## src/rtl/approx_mul_final_cpa.sv

```systemverilog
// Final carry-propagate adder of the 16-bit approximate multiplier: sums the
// compressor tree's sum/carry rows in two pipelined halves, optional LOA on the LSBs.
module approx_mul_final_cpa #(
  parameter int W        = 32,
  parameter int SPLIT    = 16,
  parameter int LOA_BITS = 0
) (
  input  logic         clk,
  input  logic         rst,
  input  logic [W-1:0] row_a,
  input  logic [W-1:0] row_b,
  input  logic         in_valid,
  output logic         in_ready,
  output logic [W-1:0] prod,
  output logic         prod_ovf,
  output logic         out_valid,
  input  logic         out_ready
);

  localparam int EX = SPLIT - LOA_BITS;  // exact low bits in stage 1
  localparam int HI = W - SPLIT;

  logic               s1_valid, s2_valid;
  logic [SPLIT-1:0]   s1_lo;
  logic               s1_c;
  logic [HI-1:0]      s1_a_hi, s1_b_hi;

  logic [SPLIT-1:0]   lo_nxt;
  logic               c_nxt;
  logic               loa_c;
  logic [HI:0]        hi_sum;
  logic               s1_load, s2_adv;

  // Lower part: OR approximation, its carry seeds the exact section above it
  if (LOA_BITS > 0) begin : g_loa
    assign lo_nxt[LOA_BITS-1:0] = row_a[LOA_BITS-1:0] | row_b[LOA_BITS-1:0];
    assign loa_c = row_a[LOA_BITS-1] & row_b[LOA_BITS-1];
  end else begin : g_no_loa
    assign loa_c = 1'b0;
  end

  if (EX > 0) begin : g_exact
    logic [EX:0] ex_sum;
    assign ex_sum = {1'b0, row_a[SPLIT-1:LOA_BITS]} + {1'b0, row_b[SPLIT-1:LOA_BITS]}
                  + {{EX{1'b0}}, loa_c};
    assign lo_nxt[SPLIT-1:LOA_BITS] = ex_sum[EX-1:0];
    assign c_nxt = ex_sum[EX];
  end else begin : g_no_exact
    assign c_nxt = loa_c;
  end

  assign hi_sum = {1'b0, s1_a_hi} + {1'b0, s1_b_hi} + {{HI{1'b0}}, s1_c};

  assign s2_adv    = s1_valid & (~s2_valid | out_ready);
  assign in_ready  = ~rst & (~s1_valid | ~s2_valid | out_ready);
  assign s1_load   = in_valid & in_ready;
  assign out_valid = s2_valid;

  always_ff @(posedge clk) begin
    if (rst) begin
      s1_valid <= 1'b0;
      s1_lo    <= '0;
      s1_c     <= 1'b0;
      s1_a_hi  <= '0;
      s1_b_hi  <= '0;
      s2_valid <= 1'b0;
      prod     <= '0;
      prod_ovf <= 1'b0;
    end else begin
      if (s2_adv) begin
        prod     <= {hi_sum[HI-1:0], s1_lo};
        prod_ovf <= hi_sum[HI];
        s2_valid <= 1'b1;
      end else if (out_ready) begin
        s2_valid <= 1'b0;
      end
      // A load in the same cycle as a drain keeps stage 1 occupied with new data
      if (s1_load) begin
        s1_valid <= 1'b1;
        s1_lo    <= lo_nxt;
        s1_c     <= c_nxt;
        s1_a_hi  <= row_a[W-1:SPLIT];
        s1_b_hi  <= row_b[W-1:SPLIT];
      end else if (s2_adv) begin
        s1_valid <= 1'b0;
      end
    end
  end

endmodule

```

## config.mk

```make
export PLATFORM = sky130hd
export DESIGN_NAME = approx_mul_final_cpa
export DESIGN_NICKNAME = d
export VERILOG_FILES = /design/src/rtl/approx_mul_final_cpa.sv
export SDC_FILE = /design/constraint.sdc
export NUM_CORES = 1
export LEC_CHECK = 0
export ABC_AREA = 1
export CORE_MARGIN = 4
export CORE_UTILIZATION = 50
export DETAILED_ROUTE_END_ITERATION = 6
export PLACE_DENSITY = 0.88
export SLEW_MARGIN = 20
export SYNTH_ARGS = -nofsm -noshare
export SYNTH_HDL_FRONTEND = slang
export SYNTH_SLANG_ARGS = --single-unit
```

## constraint.sdc

```tcl
create_clock -name clk -period 2.5 [get_ports clk]
set_clock_uncertainty 0.1 [all_clocks]
set_input_delay 0.5 -clock clk [delete_from_list [all_inputs] [get_ports clk]]
set_output_delay 0.5 -clock clk [all_outputs]
set_load 0.01 [all_outputs]
```

==> flow_summary.json, run 1 <==
{
  "syn_area_per_cell_sq_um": 6.534,
  "powerDensity_nw_per_um2": 530.9,
  "antenna_found_initial": 0,
  "grt_overflow": 0,
  "cp-start-kind": "primary input",
  "drive_gt1_share_pct": 4.265,
  "clk_pin_slew_ps": 90,
  "core.rowCount": 35,
  "p_comb_share_pct": 25.0,
  "vias": 4643,
  "route.detailed.drc": 0,
  "cp_max_fo": 3,
  "first_pass_iters": 5,
  "ys.flop_type": "dfxtp_1",
  "final-max-slew-violation-count": 0,
  "critPathSlowestCell": "clkdlybuf4s50_1",
  "routed_wl_um": 11320,
  "rrSetupSlack_ps": 240,
  "die_area_sq_um": 11340,
  "port_buffers": 102,
  "fp.dieW_um": 106.5,
  "cts_setup_buffers": 0,
  "p_leak_nw": 3.186,
  "arrival_ps": 1820,
  "cts.htree.levels": 3,
  "cts_tree": "yes",
  "grt_pass1_vias": 4115,
  "vias_per_cell": 4.772,
  "slew_headroom_pct": 66.02,
  "p_int_mw": 2.235,
  "die_h_um": 106.5,
  "utilization_pct": 65.94,
  "synthCells": 742,
  "ys_ff_latch": 84,
  "grt_max_degree": 31,
  "synth_top_area_share_pct": 34.68,
  "ys_seq_area_share_pct": 34.68,
  "finalHoldViolations": 0,
  "status": "finished, final reports clean",
  "vdd_ir_drop_max_mv": 0.2310,
  "cp-end-kind": "output port",
  "numCtsBuffers": 9,
  "clock.fmax_ghz": 0.4139,
  "drtIter0Drc": 241,
  "worst-path-buf-inv": 3,
  "wl_per_cell_um": 11.63,
  "cts_root_buffer": "clkbuf_8",
  "syn_nets": 844,
  "tns_ps": 0,
  "gp_congestion": 0.8906,
  "postCtsHoldBufs": 0,
  "power_mw": 3.266,
  "switchingPower_mw": 1.030,
  "crit_required_ps": 1900,
  "cts_sinks": 84,
  "hpwl_um": 9075,
  "synth_edf_count": 0,
  "io_pins": 103,
  "fin_crit_sh_pct": 96.64,
  "yosys_warnings": 0,
  "min_path_type": "reg -> reg",
  "n_antenna_cell": 0,
  "crit_path_cell_trace": "clkdlybuf4s50_1 > inv_1 > nand2_2 > nor2_4 > nor2_4 > clkdlybuf4s50_1",
  "grtUsageTotal_pct": 20.24,
  "coreArea_sq_um": 9328,
  "critPathTopFamily": "buffers and inverters",
  "clock_latency_ps": 360,
  "clockBufferDepth": 2,
  "cts_resized": 0,
  "nNetsFinal": 941,
  "clkPwrFrac_pct": 28.7,
  "postSynth.asyncResetShare_pct": 0,
  "yosysTopAreaCell": "dfxtp_1",
  "ant_nets": 0,
  "worstMarginPinSlew_ps": 506.5,
  "seq_power_share_pct": 46.3,
  "syn_area_sq_um": 4848,
  "synthToLayoutAreaGrowth_pct": 26.86,
  "maxCapViolCount": 0,
  "finalCriticalPeriod_ps": 2416,
  "max_stage_delay_ps": 540,
  "grt_pass1_wl_um": 18930,
  "critPathKind": "in -> out",
  "yosysUniqueCellTypes": 29,
  "synthTopCellsByArea": "dfxtp_1, nand2_1, ha_1",
  "n_fill_cell": 836,
  "switching_share_pct": 31.55,
  "final-setup-viol-count": 0,
  "start_util_pct": 51.98,
  "rsz0062_at_grt": "no"
}
-- cell usage in the layout, fill, tap and decap left out, drive strengths merged, types with 6 or more instances in the layout --
cell	count
o21ai	37
nor2	78
dfxtp	84
nor3	8
xor2	6
a21oi	29
clkbuf	10
ha	31
nand2	248
inv	107
buf	9
nand3	77
clkdlybuf4s50	102
-- registers in the layout, indices dropped and copies added, names as in the netlist --
name / count
s1_valid: 1
s1_a_hi: 16
s1_lo: 16
s1_c: 1
s1_b_hi: 16
prod_ovf: 1
out_valid: 1
prod: 32
-- layout make-up --
class	instances	area [sq um]	area share, %
Inverter	104	390.4	6.347
Multi-Input combinational cell	529	2613	42.47
Clock buffer	10	137.6	2.238
Clock inverter	6	53.80	0.8747
Tap cell	129	161.4	2.624
Timing Repair Buffer	111	1114	18.10
Sequential cell	84	1682	27.34
-- power by group through the flow --
stage	Sequential, mW	Clock [mW]	Combinational [mW]
floorplan	1.55	0	0.486
global placement	1.54	0	0.795
detailed placement	1.54	0	0.809
CTS	1.51	0.945	0.813
global route	1.53	1.01	0.924
finish	1.51	0.938	0.815
-- worst paths after layout --
path                               from               endpoint  cells past startpoint
setup / recovery              out_ready               in_ready                      6
hold reg to reg   s1_lo[4]$_SDFFE_PP0P_   prod[4]$_SDFFE_PP0P_                      2
hold / removal    s1_lo[4]$_SDFFE_PP0P_   prod[4]$_SDFFE_PP0P_                      2
setup reg to reg      s1_c$_SDFFE_PP0P_  prod[26]$_SDFFE_PP0P_                     12
-- layer usage --
metal	routed length [um]	GRT usage [%]
met5	0	0
met4	120	4.475
met2	4612	29.10
met1	5799	31.07
met3	787	4.007
-- worst register-to-register path: cells and delay by family (launching register included) --
family / cells / cell delay, ps
buffers and inverters: 1 / 30
DFF: 1 / 350
adders and majority gates: 2 / 930
and+or+nand+nor: 9 / 750
-- cell families (layout without fill, tap and decap cells) --
family	after synthesis	in the layout	synth area share, %
and+or+nand+nor	415	415	35.23
buffers and inverters	129	231	11.43
DFF	84	84	34.68
AOI/OAI and AO/OA	69	69	7.433
adders and majority gates	34	34	9.239
xor gates and xnor gates	11	11	1.987
-- cell usage after synthesis (6+ instances only) --
cell type  instances
nand2_1          245
inv_1            101
dfxtp_1           84
nand3_1           77
nor2_1            76
o21ai_0           35
ha_1              31
a21oi_1           29
buf_2              8
nor3_1             8
buf_6              7
clkbuf_1           7
xor2_1             6
-- through the flow --
| stage | cell area [sq um] | setup WS [ps] | cells | hold slack [ps] |
|---|---|---|---|---|
| after global routing | 6151 | 16.71 | 973 | 367.9 |
| after CTS | 6151 | 77.50 | 973 | 345.9 |
| final | 6151 | 83.94 | 973 | 343.6 |
| after floorplan | 4848 | 495.6 | 742 | 323.9 |
| after global placement | 5959 | 93.80 | 957 | 331.2 |
| after detailed placement | 5959 | 69.18 | 957 | 343.1 |
Note: power is estimated with default switching activity, not from simulation.
==> run 2: changes to the inputs <==
--- a/config.mk
+++ b/config.mk
@@ -8,7 +8,9 @@
 export ABC_AREA = 1
 export CORE_MARGIN = 4
 export CORE_UTILIZATION = 50
+export CTS_CLUSTER_SIZE = 40
 export DETAILED_ROUTE_END_ITERATION = 6
+export GPL_ROUTABILITY_DRIVEN = 0
 export PLACE_DENSITY = 0.88
 export SLEW_MARGIN = 20
 export SYNTH_ARGS = -nofsm -noshare
==> run 2 against run 1 <==
Maximum frequency barely moved. Worst setup slack got worse by 1.1 ps. Routed wire length fell by 3.8%. Die area did not move.
==> flow_summary.json, run 2 (same netlist as run 1, synthesis figures left out) <==
{
  "n_antenna_cell": 0,
  "start_util_pct": 51.98,
  "critPathTopFamily": "buffers and inverters",
  "critPathSlowestCell": "clkdlybuf4s50_1",
  "nNetsFinal": 941,
  "route.detailed.drc": 0,
  "rsz0062_at_grt": "no",
  "routed_wl_um": 10890,
  "p_leak_nw": 3.199,
  "clk_pin_slew_ps": 90,
  "cts_tree": "yes",
  "hpwl_um": 8459,
  "cts_resized": 0,
  "grt_pass1_wl_um": 18400,
  "wl_per_cell_um": 11.19,
  "grt_overflow": 0,
  "post_dp_cell_area_sq_um": 5947,
  "rr_startpoint": "s1_c$_SDFFE_PP0P_",
  "synthToLayoutAreaGrowth_pct": 27.43,
  "slew_headroom_pct": 80.24,
  "cp-end-kind": "output port",
  "status": "finished, final reports clean",
  "worst-path-buf-inv": 3,
  "final-max-slew-violation-count": 0,
  "detailedPlace.worstSlack_ps": 69.00,
  "power_mw": 3.415,
  "crit_required_ps": 1900,
  "clockBufferDepth": 2,
  "crit_end": "in_ready",
  "critPathKind": "in -> out",
  "most-common-layout-cells": "nand2_1, clkdlybuf4s50_1, inv_1",
  "clock_latency_ps": 350,
  "cts_sinks": 84,
  "drtIter0Drc": 257,
  "largest_reg_flops": 32,
  "final-setup-viol-count": 0,
  "r2r_cells": 12,
  "core.rowCount": 35,
  "mostFrequentLayoutCell": "nand2_1",
  "reg2reg_to": "prod[26]$_SDFFE_PP0P_",
  "vdd_ir_drop_max_mv": 0.2696,
  "tns_ps": 0,
  "port_buffers": 102,
  "clock.fmax_ghz": 0.4137,
  "first_pass_iters": 5,
  "min_path_type": "reg -> reg",
  "worstMarginPinSlew_ps": 296.4,
  "grtUsageTotal_pct": 19.44,
  "max_stage_delay_ps": 540,
  "numCtsBuffers": 9,
  "vias": 4631,
  "coreArea_sq_um": 9328,
  "maxCapViolCount": 0,
  "fin_ws_ps": 82.81,
  "n_fill_cell": 799,
  "powerDensity_nw_per_um2": 552.8,
  "cp_max_fo": 3,
  "finalHoldViolations": 0,
  "cts_root_buffer": "clkbuf_8",
  "vias_per_cell": 4.760,
  "fin_crit_sh_pct": 96.69,
  "antenna_found_initial": 0,
  "die_h_um": 106.5,
  "crit_path_cell_trace": "clkdlybuf4s50_1 > inv_1 > nand2_2 > nor2_4 > nor2_4 > clkdlybuf4s50_1",
  "fp.dieW_um": 106.5,
  "critPathLaunch": "out_ready",
  "finalCriticalPeriod_ps": 2417,
  "grt_pass1_vias": 4049,
  "cp-start-kind": "primary input",
  "die_area_sq_um": 11340,
  "drive_gt1_share_pct": 4.265,
  "path_depth": 6,
  "io_pins": 103,
  "cts.htree.levels": 3,
  "cts_setup_buffers": 0,
  "arrival_ps": 1820,
  "postCtsHoldBufs": 0,
  "ant_nets": 0,
  "stdcell_area_sq_um": 6178,
  "grt_max_degree": 70,
  "regMostFlops": "prod",
  "rrSetupSlack_ps": 270
}
-- run 2: cell count changes in the layout (fill, tap and decap cells not counted), sizes merged --
cell    before  now
inv        107  105
bufinv       0    2
-- run 2: metrics by stage --
step	std cells	hold slack, ps	util, %
after floorplan	742	323.9	-
after global placement	957	335.3	63.76
after detailed placement	957	346.9	63.76
after CTS	973	343.7	66.24
after global routing	973	366.7	66.24
final	973	341.2	66.24
-- run 2: worst min-delay path, delay by kind of cell, from the launching register on --
| family | cells | cell delay, ps |
|---|---|---|
| flops | 1 | 310 |
| compound gates | 1 | 50 |
| buf+inv | 1 | 50 |
-- run 2: area by class of cell --
type | instances | area (sq um) | area share [%]
sequential | 84 | 1682 | 27.22
clock inverter | 6 | 93.84 | 1.519
inverter | 104 | 390.4 | 6.318
multi-input combinational | 529 | 2613 | 42.28
timing repair buffer | 111 | 1101 | 17.82
clock buffer | 10 | 137.6 | 2.228
tap | 129 | 161.4 | 2.612
-- run 2: where the power goes --
group / switching (mW) / internal (mW)
clock: 0.495 / 0.598
combinational: 0.432 / 0.377
sequential: 0.0642 / 1.45
-- run 2: how the worst min path moves through the flow --
stage	depth (start not counted)	end	start	slack (ps)
floorplan	2	prod[15]$_SDFFE_PP0P_	s1_lo[15]$_SDFFE_PP0P_	320
global placement	2	prod[3]$_SDFFE_PP0P_	s1_lo[3]$_SDFFE_PP0P_	340
detailed placement	2	prod[3]$_SDFFE_PP0P_	s1_lo[3]$_SDFFE_PP0P_	350
CTS	2	prod[3]$_SDFFE_PP0P_	s1_lo[3]$_SDFFE_PP0P_	340
global route	2	prod[3]$_SDFFE_PP0P_	s1_lo[3]$_SDFFE_PP0P_	370
finish	2	prod[4]$_SDFFE_PP0P_	s1_lo[4]$_SDFFE_PP0P_	340
-- run 2: routing by layer --
layer,vias to the layer above,track usage [%],share of wire (%)
met5,-,0,0
li1,2509,-,-
met1,1986,30.28,52
met3,11,4.554,6.4
met4,0,3.653,1.2
met2,125,27.24,40
==> run 3: changes to the inputs <==
==> constraint.sdc (replaced) <==
create_clock -name clk -period 3.1 [get_ports clk]
set_clock_uncertainty 0.1 [all_clocks]
set_input_delay 0.62 -clock clk [delete_from_list [all_inputs] [get_ports clk]]
set_output_delay 0.62 -clock clk [all_outputs]
set_load 0.01 [all_outputs]
==> run 3 against run 2 <==
Cell count decreased by 0.31%. Sequential cell count unchanged. Sequential power is 19% lower. Via count is 0.99% higher. First-iteration DRC count rose by 16%. Register-to-register slack gained 640 ps. Total power down 22%. Worst setup slack better by 370 ps. Sequential share of layout area is 0.24 points higher. Hold slack better by 13 ps. Highest routed layer unchanged.
==> flow_summary.json, run 3 (same netlist as run 1, synthesis figures left out) <==
{
  "min_path_type": "reg -> reg",
  "core.rowCount": 35,
  "clock_latency_ps": 350,
  "cts_resized": 0,
  "seq_power_share_pct": 46.0,
  "cp-end-kind": "output port",
  "regArea_sq_um": 1682,
  "grt_pass1_wl_um": 18640,
  "p_int_mw": 1.849,
  "fin_crit_sh_pct": 85.46,
  "vias": 4677,
  "clock.fmax_ghz": 0.3775,
  "worst-path-buf-inv": 3,
  "p_leak_nw": 3.164,
  "port_buffers": 102,
  "hpwl_um": 8664,
  "synthToLayoutAreaGrowth_pct": 26.30,
  "clkPwrFrac_pct": 29.6,
  "multi_input_area_sq_um": 2613,
  "cp_max_fo": 3,
  "die_area_sq_um": 11340,
  "mostFrequentLayoutCell": "nand2_1",
  "vias_per_cell": 4.822,
  "maxCapViolCount": 0,
  "powerDensity_nw_per_um2": 433.4,
  "status": "finished, final reports clean",
  "most-common-layout-cells": "nand2_1, clkdlybuf4s50_1, inv_1",
  "worstMarginPinSlew_ps": 559.8,
  "die_h_um": 106.5,
  "numCtsBuffers": 9,
  "max_stage_delay_ps": 550,
  "slew_headroom_pct": 62.68,
  "n_fill_cell": 841,
  "finalCriticalPeriod_ps": 2649,
  "postCtsHoldBufs": 0,
  "post-place-cells": 954,
  "coreArea_sq_um": 9328,
  "routed_wl_um": 11070,
  "cts.htree.levels": 3,
  "grt_max_degree": 60,
  "arrival_ps": 1930,
  "cp-start-kind": "primary input",
  "n_antenna_cell": 0,
  "crit_path_cell_trace": "clkdlybuf4s50_1 > inv_1 > nand2_2 > nor2_4 > nor2_4 > clkdlybuf4s50_1",
  "vdd_ir_drop_max_mv": 0.2773,
  "clk_pin_slew_ps": 90,
  "critPathKind": "in -> out",
  "switching_share_pct": 30.32,
  "critPathSlowestCell": "clkdlybuf4s50_1",
  "crit_required_ps": 2380,
  "fin_ws_ps": 450.9,
  "regMostFlops": "prod",
  "start_util_pct": 51.98,
  "power_mw": 2.654,
  "cts_tree": "yes",
  "final-max-slew-violation-count": 0,
  "first_pass_iters": 5,
  "clockBufferDepth": 2,
  "route.detailed.drc": 0,
  "instances_no_fill": 970,
  "cts_sinks": 84,
  "grt_pass1_vias": 4129,
  "wl_per_cell_um": 11.41,
  "rsz0062_at_grt": "no",
  "drive_gt1_share_pct": 3.805,
  "cts_root_buffer": "clkbuf_8",
  "detailedPlace.worstSlack_ps": 443.3,
  "drtIter0Drc": 299,
  "tns_ps": 0,
  "finalHoldViolations": 0,
  "fp.dieW_um": 106.5,
  "cts_setup_buffers": 0,
  "antenna_found_initial": 0,
  "utilization_pct": 65.65,
  "nNetsFinal": 938,
  "ant_nets": 0,
  "largest_reg_flops": 32,
  "grtUsageTotal_pct": 19.80,
  "io_pins": 103,
  "grt_overflow": 0,
  "p_comb_share_pct": 24.4,
  "critPathTopFamily": "buffers and inverters",
  "switchingPower_mw": 0.8048,
  "final-setup-viol-count": 0
}
run 3: cell types whose count changed in the layout (fill, tap and decap cells not counted), sizes merged:
cell,delta
bufinv,-1
clkinvlp,+1
buf,-3
run 3: worst min-delay path: stages, from the launching register on:
cell and delay (ps):
dfxtp_1 320, inv_1 50, a21oi_1 50
run 3: path summary, 6_finish.rpt:
check | start | endpoint | slack, ps | cells after the start
hold / removal | s1_lo[3]$_SDFFE_PP0P_ | prod[3]$_SDFFE_PP0P_ | 350 | 2
setup reg to reg | s1_c$_SDFFE_PP0P_ | prod[30]$_SDFFE_PP0P_ | 910 | 10
hold reg to reg | s1_lo[3]$_SDFFE_PP0P_ | prod[3]$_SDFFE_PP0P_ | 350 | 2
setup / recovery | out_ready | in_ready | 450 | 6
run 3: area by class of cell:
| class | instances | area share [%] |
|---|---|---|
| Clock buffer | 10 | 2.084 |
| Clock inverter | 6 | 1.165 |
| Inverter | 104 | 6.375 |
| Multi-Input combinational cell | 529 | 42.66 |
| Sequential cell | 84 | 27.46 |
| Tap cell | 129 | 2.636 |
| Timing Repair Buffer | 108 | 17.61 |
run 3: metrics by stage:
step           cell area (sq um)  hold slack (ps)
2_1_floorplan               4848            323.9
3_3_place_gp                5924            336.8
3_5_place_dp                5924            349.5
4_1_cts                     6123            346.4
5_1_grt                     6123            358.8
6_report                    6123            354.7
run 3: power by group through the flow:
stage          Clock [mW]  Combinational (mW)  Sequential, mW
2_1_floorplan           0               0.392            1.25
3_3_place_gp            0               0.629            1.24
3_5_place_dp            0               0.642            1.25
4_1_cts             0.798               0.646            1.22
5_1_grt             0.840               0.731            1.23
6_report            0.786               0.648            1.22
run 3: metal layers:
metal | GRT usage (%) | wire length [um] | vias up
li1 | - | - | 2504
met1 | 29.41 | 5710 | 2032
met3 | 3.279 | 643 | 12
met4 | 5.205 | 112 | 0
met2 | 29.73 | 4601 | 129
met5 | 0 | 0 | -
